[src/rtl/sys_bus_arb.sv]
// Two-master arbiter in front of a single APB-style slave, with an ACCESS-phase timeout.
// Optional: define SYS_BUS_ARB_RR_EN for round-robin arbitration (default: fixed priority, m0 first).
module sys_bus_arb #(
   parameter int ADDR_WIDTH = 32,
   parameter int DATA_WIDTH = 32,
   parameter int TIMEOUT    = 16
) (
   input  logic                  pclk,
   input  logic                  prst,
   input  logic                  m0_req,
   input  logic [ADDR_WIDTH-1:0] m0_addr,
   input  logic [DATA_WIDTH-1:0] m0_wdata,
   input  logic                  m0_write,
   input  logic [3:0]            m0_stb,
   output logic [DATA_WIDTH-1:0] m0_rdata,
   output logic                  m0_ready,
   output logic                  m0_err,
   input  logic                  m1_req,
   input  logic [ADDR_WIDTH-1:0] m1_addr,
   input  logic [DATA_WIDTH-1:0] m1_wdata,
   input  logic                  m1_write,
   input  logic [3:0]            m1_stb,
   output logic [DATA_WIDTH-1:0] m1_rdata,
   output logic                  m1_ready,
   output logic                  m1_err,
   output logic [ADDR_WIDTH-1:0] s_paddr,
   output logic [DATA_WIDTH-1:0] s_pdata,
   output logic                  s_pwrite,
   output logic [3:0]            s_pstb,
   output logic                  s_psel,
   output logic                  s_penable,
   input  logic [DATA_WIDTH-1:0] s_prdata,
   input  logic                  s_pready,
   input  logic                  s_perr
);

   localparam int CW = (TIMEOUT > 1) ? $clog2(TIMEOUT) : 1;
   localparam logic [CW-1:0] CNT_LAST = CW'(TIMEOUT - 1);

   typedef enum logic [1:0] {IDLE, SETUP, ACCESS, DONE} state_t;

   state_t                  state_q;
   logic                    gnt_q;
   logic                    gnt_d;
   logic [CW-1:0]           cnt_q;
   logic [ADDR_WIDTH-1:0]   paddr_q;
   logic [DATA_WIDTH-1:0]   pdata_q;
   logic                    pwrite_q;
   logic [3:0]              pstb_q;
   logic                    psel_q;
   logic                    penable_q;
   logic [DATA_WIDTH-1:0]   rdata0_q;
   logic [DATA_WIDTH-1:0]   rdata1_q;
   logic                    ready0_q;
   logic                    ready1_q;
   logic                    err0_q;
   logic                    err1_q;
   logic                    fin_d;
   logic                    rsp_err_d;
   logic [DATA_WIDTH-1:0]   rsp_data_d;
`ifdef SYS_BUS_ARB_RR_EN
   logic                    last_q;
`endif

   // Winner selection among requests seen in IDLE
   always_comb begin
      gnt_d = 1'b0;
      if (m0_req && m1_req) begin
`ifdef SYS_BUS_ARB_RR_EN
         gnt_d = ~last_q;
`else
         gnt_d = 1'b0;
`endif
      end else if (m1_req) begin
         gnt_d = 1'b1;
      end else begin
         gnt_d = 1'b0;
      end
   end

   // ACCESS completion: slave response wins over a timeout in the same cycle
   always_comb begin
      fin_d      = 1'b0;
      rsp_err_d  = 1'b1;
      rsp_data_d = '0;
      if (s_pready) begin
         fin_d      = 1'b1;
         rsp_err_d  = s_perr;
         rsp_data_d = s_prdata;
      end else begin
         fin_d      = (cnt_q == CNT_LAST);
         rsp_err_d  = 1'b1;
         rsp_data_d = '0;
      end
   end

   // Transfer FSM with registered slave-side and master-side outputs
   always_ff @(posedge pclk or posedge prst) begin
      if (prst) begin
         state_q   <= IDLE;
         gnt_q     <= 1'b0;
         cnt_q     <= '0;
         paddr_q   <= '0;
         pdata_q   <= '0;
         pwrite_q  <= 1'b0;
         pstb_q    <= 4'h0;
         psel_q    <= 1'b0;
         penable_q <= 1'b0;
         rdata0_q  <= '0;
         rdata1_q  <= '0;
         ready0_q  <= 1'b0;
         ready1_q  <= 1'b0;
         err0_q    <= 1'b0;
         err1_q    <= 1'b0;
`ifdef SYS_BUS_ARB_RR_EN
         last_q    <= 1'b1;
`endif
      end else begin
         case (state_q)
            IDLE: begin
               if (m0_req || m1_req) begin
                  gnt_q    <= gnt_d;
                  paddr_q  <= gnt_d ? m1_addr  : m0_addr;
                  pdata_q  <= gnt_d ? m1_wdata : m0_wdata;
                  pwrite_q <= gnt_d ? m1_write : m0_write;
                  pstb_q   <= gnt_d ? m1_stb   : m0_stb;
                  psel_q   <= 1'b1;
`ifdef SYS_BUS_ARB_RR_EN
                  last_q   <= gnt_d;
`endif
                  state_q  <= SETUP;
               end else begin
                  state_q  <= IDLE;
               end
            end
            SETUP: begin
               penable_q <= 1'b1;
               cnt_q     <= '0;
               state_q   <= ACCESS;
            end
            ACCESS: begin
               if (fin_d) begin
                  psel_q    <= 1'b0;
                  penable_q <= 1'b0;
                  if (gnt_q) begin
                     ready1_q <= 1'b1;
                     err1_q   <= rsp_err_d;
                     rdata1_q <= rsp_data_d;
                  end else begin
                     ready0_q <= 1'b1;
                     err0_q   <= rsp_err_d;
                     rdata0_q <= rsp_data_d;
                  end
                  state_q   <= DONE;
               end else begin
                  cnt_q     <= cnt_q + {{(CW-1){1'b0}}, 1'b1};
                  state_q   <= ACCESS;
               end
            end
            DONE: begin
               ready0_q <= 1'b0;
               ready1_q <= 1'b0;
               err0_q   <= 1'b0;
               err1_q   <= 1'b0;
               state_q  <= IDLE;
            end
            default: begin
               psel_q    <= 1'b0;
               penable_q <= 1'b0;
               state_q   <= IDLE;
            end
         endcase
      end
   end

   assign s_paddr   = paddr_q;
   assign s_pdata   = pdata_q;
   assign s_pwrite  = pwrite_q;
   assign s_pstb    = pstb_q;
   assign s_psel    = psel_q;
   assign s_penable = penable_q;
   assign m0_rdata  = rdata0_q;
   assign m0_ready  = ready0_q;
   assign m0_err    = err0_q;
   assign m1_rdata  = rdata1_q;
   assign m1_ready  = ready1_q;
   assign m1_err    = err1_q;

endmodule
[config.mk]
export PLATFORM = sky130hd
export DESIGN_NAME = sys_bus_arb
export DESIGN_NICKNAME = d
export VERILOG_FILES = /design/src/rtl/sys_bus_arb.sv
export SDC_FILE = /design/constraint.sdc
export NUM_CORES = 1
export LEC_CHECK = 0
export BUFFER_PORTS_ARGS = -buffer_cell sky130_fd_sc_hd__buf_2
export CAP_MARGIN = 5
export CORE_MARGIN = 2
export CORE_UTILIZATION = 40
export CTS_BUF_LIST = sky130_fd_sc_hd__clkbuf_8 sky130_fd_sc_hd__clkbuf_16
export CTS_CLUSTER_DIAMETER = 40
export CTS_CLUSTER_SIZE = 16
export DETAILED_ROUTE_END_ITERATION = 8
export PLACE_DENSITY = 0.72
export SYNTH_ARGS = -nofsm -noshare
export SYNTH_HDL_FRONTEND = slang
export SYNTH_SLANG_ARGS = --single-unit
[constraint.sdc]
create_clock -name pclk -period 10.51 [get_ports pclk]
set_input_delay 2.6275 -clock pclk [delete_from_list [all_inputs] [get_ports pclk]]
set_output_delay 2.6275 -clock pclk [all_outputs]
set_load 0.005 [all_outputs]
### After elaboration in Yosys (flattened, before gate mapping)

Index checks and enable logic that the tools add are counted.

| word-level totals | value |
|---|---|
| register bits after elaboration | 146 |
| output and inout port bits | 139 |
| word-level logic and storage cells | 70 |

| cells by class | value |
|---|---|
| add/subtract/negate cells | 1 |
| equality and inequality tests | 9 |
| muxes and demuxes | 30 |
| bitwise operators | 1 |
| reduce and logical (&&, ||, !) cells | 14 |

Operator list:

| kind | number |
|---|---|
| two-way mux 32 bit | 3 |
| two-way mux 1 bit | 17 |
| AND reduction 3 bit | 5 |
| case mux 1 bit (2 select lines) | 6 |
| != test 2 bit (second input constant) | 5 |
| two-way mux 4 bit | 2 |
| case mux 2 bit (4 select lines) | 1 |
| case mux 4 bit (2 select lines) | 1 |
| AND reduction 2 bit | 3 |
| nonzero test 2 bit | 3 |
| adder 4 x 1 -> 4 bit (second input constant) | 1 |
| equality test 2 bit (second input constant) | 2 |
| equality test 4 bit (second input constant) | 1 |
| equality test 2 x 1 -> 1 bit (second input constant) | 1 |
| logical NOT 2 bit | 1 |
| logical AND 1 bit | 1 |
| logical OR 1 bit | 1 |
| NOT 1 bit | 1 |

### Logic depth before layout (Yosys ltp)

| logic depth | value |
|---|---|
| word-level depth | 4 |
| depth in mapped cells | 8 |
| mapped depth without buffers | 5 |

### Least setup slack after synthesis

No wires, ideal clock.

| path | value |
|---|---|
| path type | input to register |
| start | input m1_req |
| end | register paddr_q[30], in the netlist s_paddr[30] |
| arrival time | 3.409 ns |
| required time | 10.378 ns |
| slack | 6.969 ns |
| stages on the path | 6 |
| buffers on the path | 3 |
| path through | nor2b_1 buf_4 buf_6 buf_8 mux2i_1 o21ai_1 |

| on the way | value |
|---|---|
| longest elaborated chain between the ends | 3 |
| elaborated cells between the ends (all ways) | 6 |
| classes of those cells | mux (3); reduce/logical (3) |

Ends and longest elaborated chain:

| item | RTL line | source |
|---|---|---|
| from (decl) | 18 | `input logic m1_req,` |
| two-way mux 1 bit or logical AND 1 bit (tied branches) | 74, 68 |  |
| two-way mux 1 bit | 68 | `if (m0_req && m1_req) begin` |
| two-way mux 32 bit | 123 | `paddr_q <= gnt_d ? m1_addr : m0_addr;` |
| to (signal assigned) | 123 |  |
| to (decl) | 46 | `logic [ADDR_WIDTH-1:0] paddr_q;` |

Parallel ways exist; a longest one is shown, timed or not.
A chain may end at the register's enable or synchronous reset.

### Worst setup path after layout

| path | value |
|---|---|
| start | input s_pready |
| end | register rdata1_q[13], in the netlist m1_rdata[13] |

| on the way | value |
|---|---|
| longest elaborated chain between the ends | 2 |
| elaborated cells between the ends (all ways) | 3 |
| classes of those cells | mux (2); reduce/logical (1) |

Ends and longest elaborated chain:

| item | RTL line | source |
|---|---|---|
| from (decl) | 33 | `input logic s_pready,` |
| two-way mux 1 bit | 86 | `if (s_pready) begin` |
| AND reduction 3 bit (no line) | -- |  |
| to (signal assigned) | 148 | `rdata1_q <= rsp_data_d;` |
| to (decl) | 53 | `logic [DATA_WIDTH-1:0] rdata1_q;` |

Parallel ways exist; a longest one is shown, timed or not.

==> run metrics <==
status=complete, no violations; drt wl/cell=roughly 17 um; multiplexer share of the synthesized area=11.3%; clock sinks=146; largest net degree at the start of global routing=119; Comb power frac=between 30% and 40%; Cell Chain, Critical Path=buf_2 > buf_4 > a31o_2 > nand2_1 > a32o_1; vias=between 5,000 and 6,000; Post-Synth Simple-Gate Area=between 6 and 7%; Yosys reg bits=146; final std cells w/o fill=roughly 1,000; Worst Max-Slew Pin Slew=~1.2 ns; Setup TNS=0 ns; final WL=16,800 um; IO Pins=315; Placer Congestion=approximately 0.80; sequential area share after synthesis=58.7%; core area=approximately 15,000 um^2; Post-Synth XOR/XNOR Area=0%; Final nets=998; layout cells sized above 1=43.3%; Initial Utilization=41.0%; Root Driver=clkbuf_16; initial antenna violation count=0; final setup violation count=0; CP max FO=69; slowest stage delay, CP=0.68 ns; Post-CTS Setup Inserts=0; CTS resizes=0; grt total ovfl=0; placed inst area=7870 um^2; Worst setup SP type=primary input; Mapped Area=between 6000 and 7000 um^2; maximum clock frequency=224 MHz; worst clock skew=0.00662 ns; Int Power=0.00159 W; Hold/Removal Path Class=register to register; CP max stage cell=nand2_1; Clock Latency Late Sink=0.42 ns; Period minus WS final=4.46 ns; vias in the first global route=5,042; yosys warns=0; Syn Inst Count=523; drt initial violations=316; area grow syn2layout=36.1%; commonest non-fill, non-tap cell in the layout=buf_2; leakage power=4.30 nW; number of cells after detailed placement=985; CTS Buf Count=17; clock power share=25.2%; Die X-Extent=around 130 um; CP required=10.81 ns; clk slew on worst S/H paths=0.06 ns; synthesized area per cell=11.9 um^2; CTS tree=built; distinct cell type count after synthesis=37; Max Buffers Root-to-Sink=2; Synth Area in Adders=1.21%; critical path's top delay family=compound AO/OA/AOI/OAI gates; global-route wire length before repair=25,600 um; Post-route DRC=0; die height=129 um; kind of critical path=primary input to register; worst hold slack=around 0.47 ns; Critical Path AT=4.76 ns; Avg Vias per Cell=5.19; number of fill cells=1,355; RSZ-0062 raised after global routing=no; row count=45; Final Core Density=~56%; CP Buf/Inv Count=2; H-Tree Depth=4; TritonRoute pass-1 iters=5; largest family of logic cells by synthesized area=compound AO/OA/AOI/OAI gates; hold_buf cts=0; HPWL Detailed=~12,000 um; power density over the cells=284 nW/um^2; Post-DRT Antenna Nets=0; port bufs=roughly 310; Switching Fraction=34.0%; switching power=0.000817 W; Worst VDD drop=between 0.15 and 0.2 mV; most frequent cells in the layout=buf_2 (314), dfrtp_1 (146), nand2_1 (74), mux2i_1 (69), a32o_1 (64); Rel. slew slack=22.3%; post-route cell area=8470 um^2; Reg power frac=40.1%; ant diodes=0; compound-gate portion of the synthesized area=a little under a fifth; Final Max Tran Viols=0; Max Cap Viol=0; crit end category=register; part of the cycle the worst path needs=42.4%; final hold vios=0; gr usage total=19.9%; Die ar.=about 17,000 um^2; syn nets=705
[metal layers]
| metal | up-vias | wire [um] | track usage [%] |
|---|---|---|---|
| li1 | 2526 | - | - |
| met1 | 2490 | 6830 | 24.5 |
| met2 | 224 | 8430 | 32.7 |
| met3 | 36 | 1020 | 4.91 |
| met4 | 0 | 529 | 9.91 |
| met5 | - | 0 | 0 |
[area by class of cell]
type / count / area (um^2) / share of cell area [%]
clock buffers: 19 / 453 / 5.35
clock inverters: 13 / 148 / 1.74
inverters: 6 / 27.5 / 0.325
multi-input cells: 325 / 2340 / 27.6
flip-flops and latches: 146 / 3650 / 43.1
well taps: 188 / 235 / 2.78
repair buffers: 320 / 1620 / 19.1
[cells in the mapped netlist, drive strengths merged]
cell	instances	share of area, %
and2	1	0.10
nor2b	7	0.70
o211ai	1	0.12
a31oi	2	0.20
a31o	1	0.14
nand3b	1	0.12
o221a	1	0.18
ha	6	1.2
o21ai	75	6.0
a211oi	1	0.12
nor3b	1	0.12
a21oi	4	0.32
mux2	1	0.18
nor2	2	0.12
o31ai	1	0.12
nand2	74	4.5
clkbuf	22	1.3
nand2b	1	0.10
nor4	1	0.10
mux2i	69	11
inv	6	0.36
a32o	64	10
nand3	3	0.24
o32ai	1	0.14
o2111ai	1	0.14
a311o	1	0.16
nand4	1	0.10
buf	24	2.5
nor3	1	0.080
a22o	2	0.28
and4b	1	0.16
dfrtp	146	59
[logic make-up after synthesis]
group                    Yosys count
AO/OA/AOI/OAI                    155
adder cells (fa/ha/maj)            6
flip-flops                       146
multiplexers                      70
buffers and inverters             52
AND/OR/NAND/NOR                   94
[state kept, by name, indices dropped and copies added, names as in the netlist]
register	count
m1_err	1
m0_ready	1
s_pwrite	1
cnt_q	4
m0_rdata	32
s_penable	1
s_pstb	4
m0_err	1
s_psel	1
state_q	2
s_pdata	32
s_paddr	32
m1_ready	1
gnt_q	1
m1_rdata	32
[per-stage QoR]
step | power, W | setup slack (ns)
floorplan | 0.00142 | 3.96
global placement | 0.00179 | 5.68
detailed placement | 0.00182 | 5.63
CTS | 0.00244 | 6.10
global route | 0.00258 | 5.89
finish | 0.00241 | 6.05
[worst reg2reg max path, stage by stage, from the launching register on]
cell	delay, ns
dfrtp_1	0.40
inv_1	0.11
ha_1	0.47
and2_1	0.20
buf_4	0.35
nand2_1	0.77
a32o_1	0.51
[final timing paths]
kind                            start            to  slack, ns  cells after the start
hold reg to reg            s_paddr[4]    s_paddr[4]       0.47                      2
setup / recovery             s_pready  m1_rdata[13]       6.05                      5
max in group asynchronous        prst   s_paddr[17]       6.72                      3
hold / removal             s_paddr[4]    s_paddr[4]       0.47                      2
setup reg to reg           state_q[0]  m1_rdata[13]       7.59                      6
min in group asynchronous        prst  m1_rdata[26]       2.26                      2
[power groups by stage]
| stage | Combinational, W | Clock [W] | Sequential (W) |
|---|---|---|---|
| 2_1_floorplan | 0.000437 | 0 | 0.000984 |
| 3_3_place_gp | 0.000827 | 0 | 0.000961 |
| 3_5_place_dp | 0.000850 | 0 | 0.000971 |
| 4_1_cts | 0.000849 | 0.000621 | 0.000965 |
| 5_1_grt | 0.000939 | 0.000647 | 0.000999 |
| 6_report | 0.000836 | 0.000607 | 0.000964 |
No activity file was read; power rests on OpenSTA's default activity.
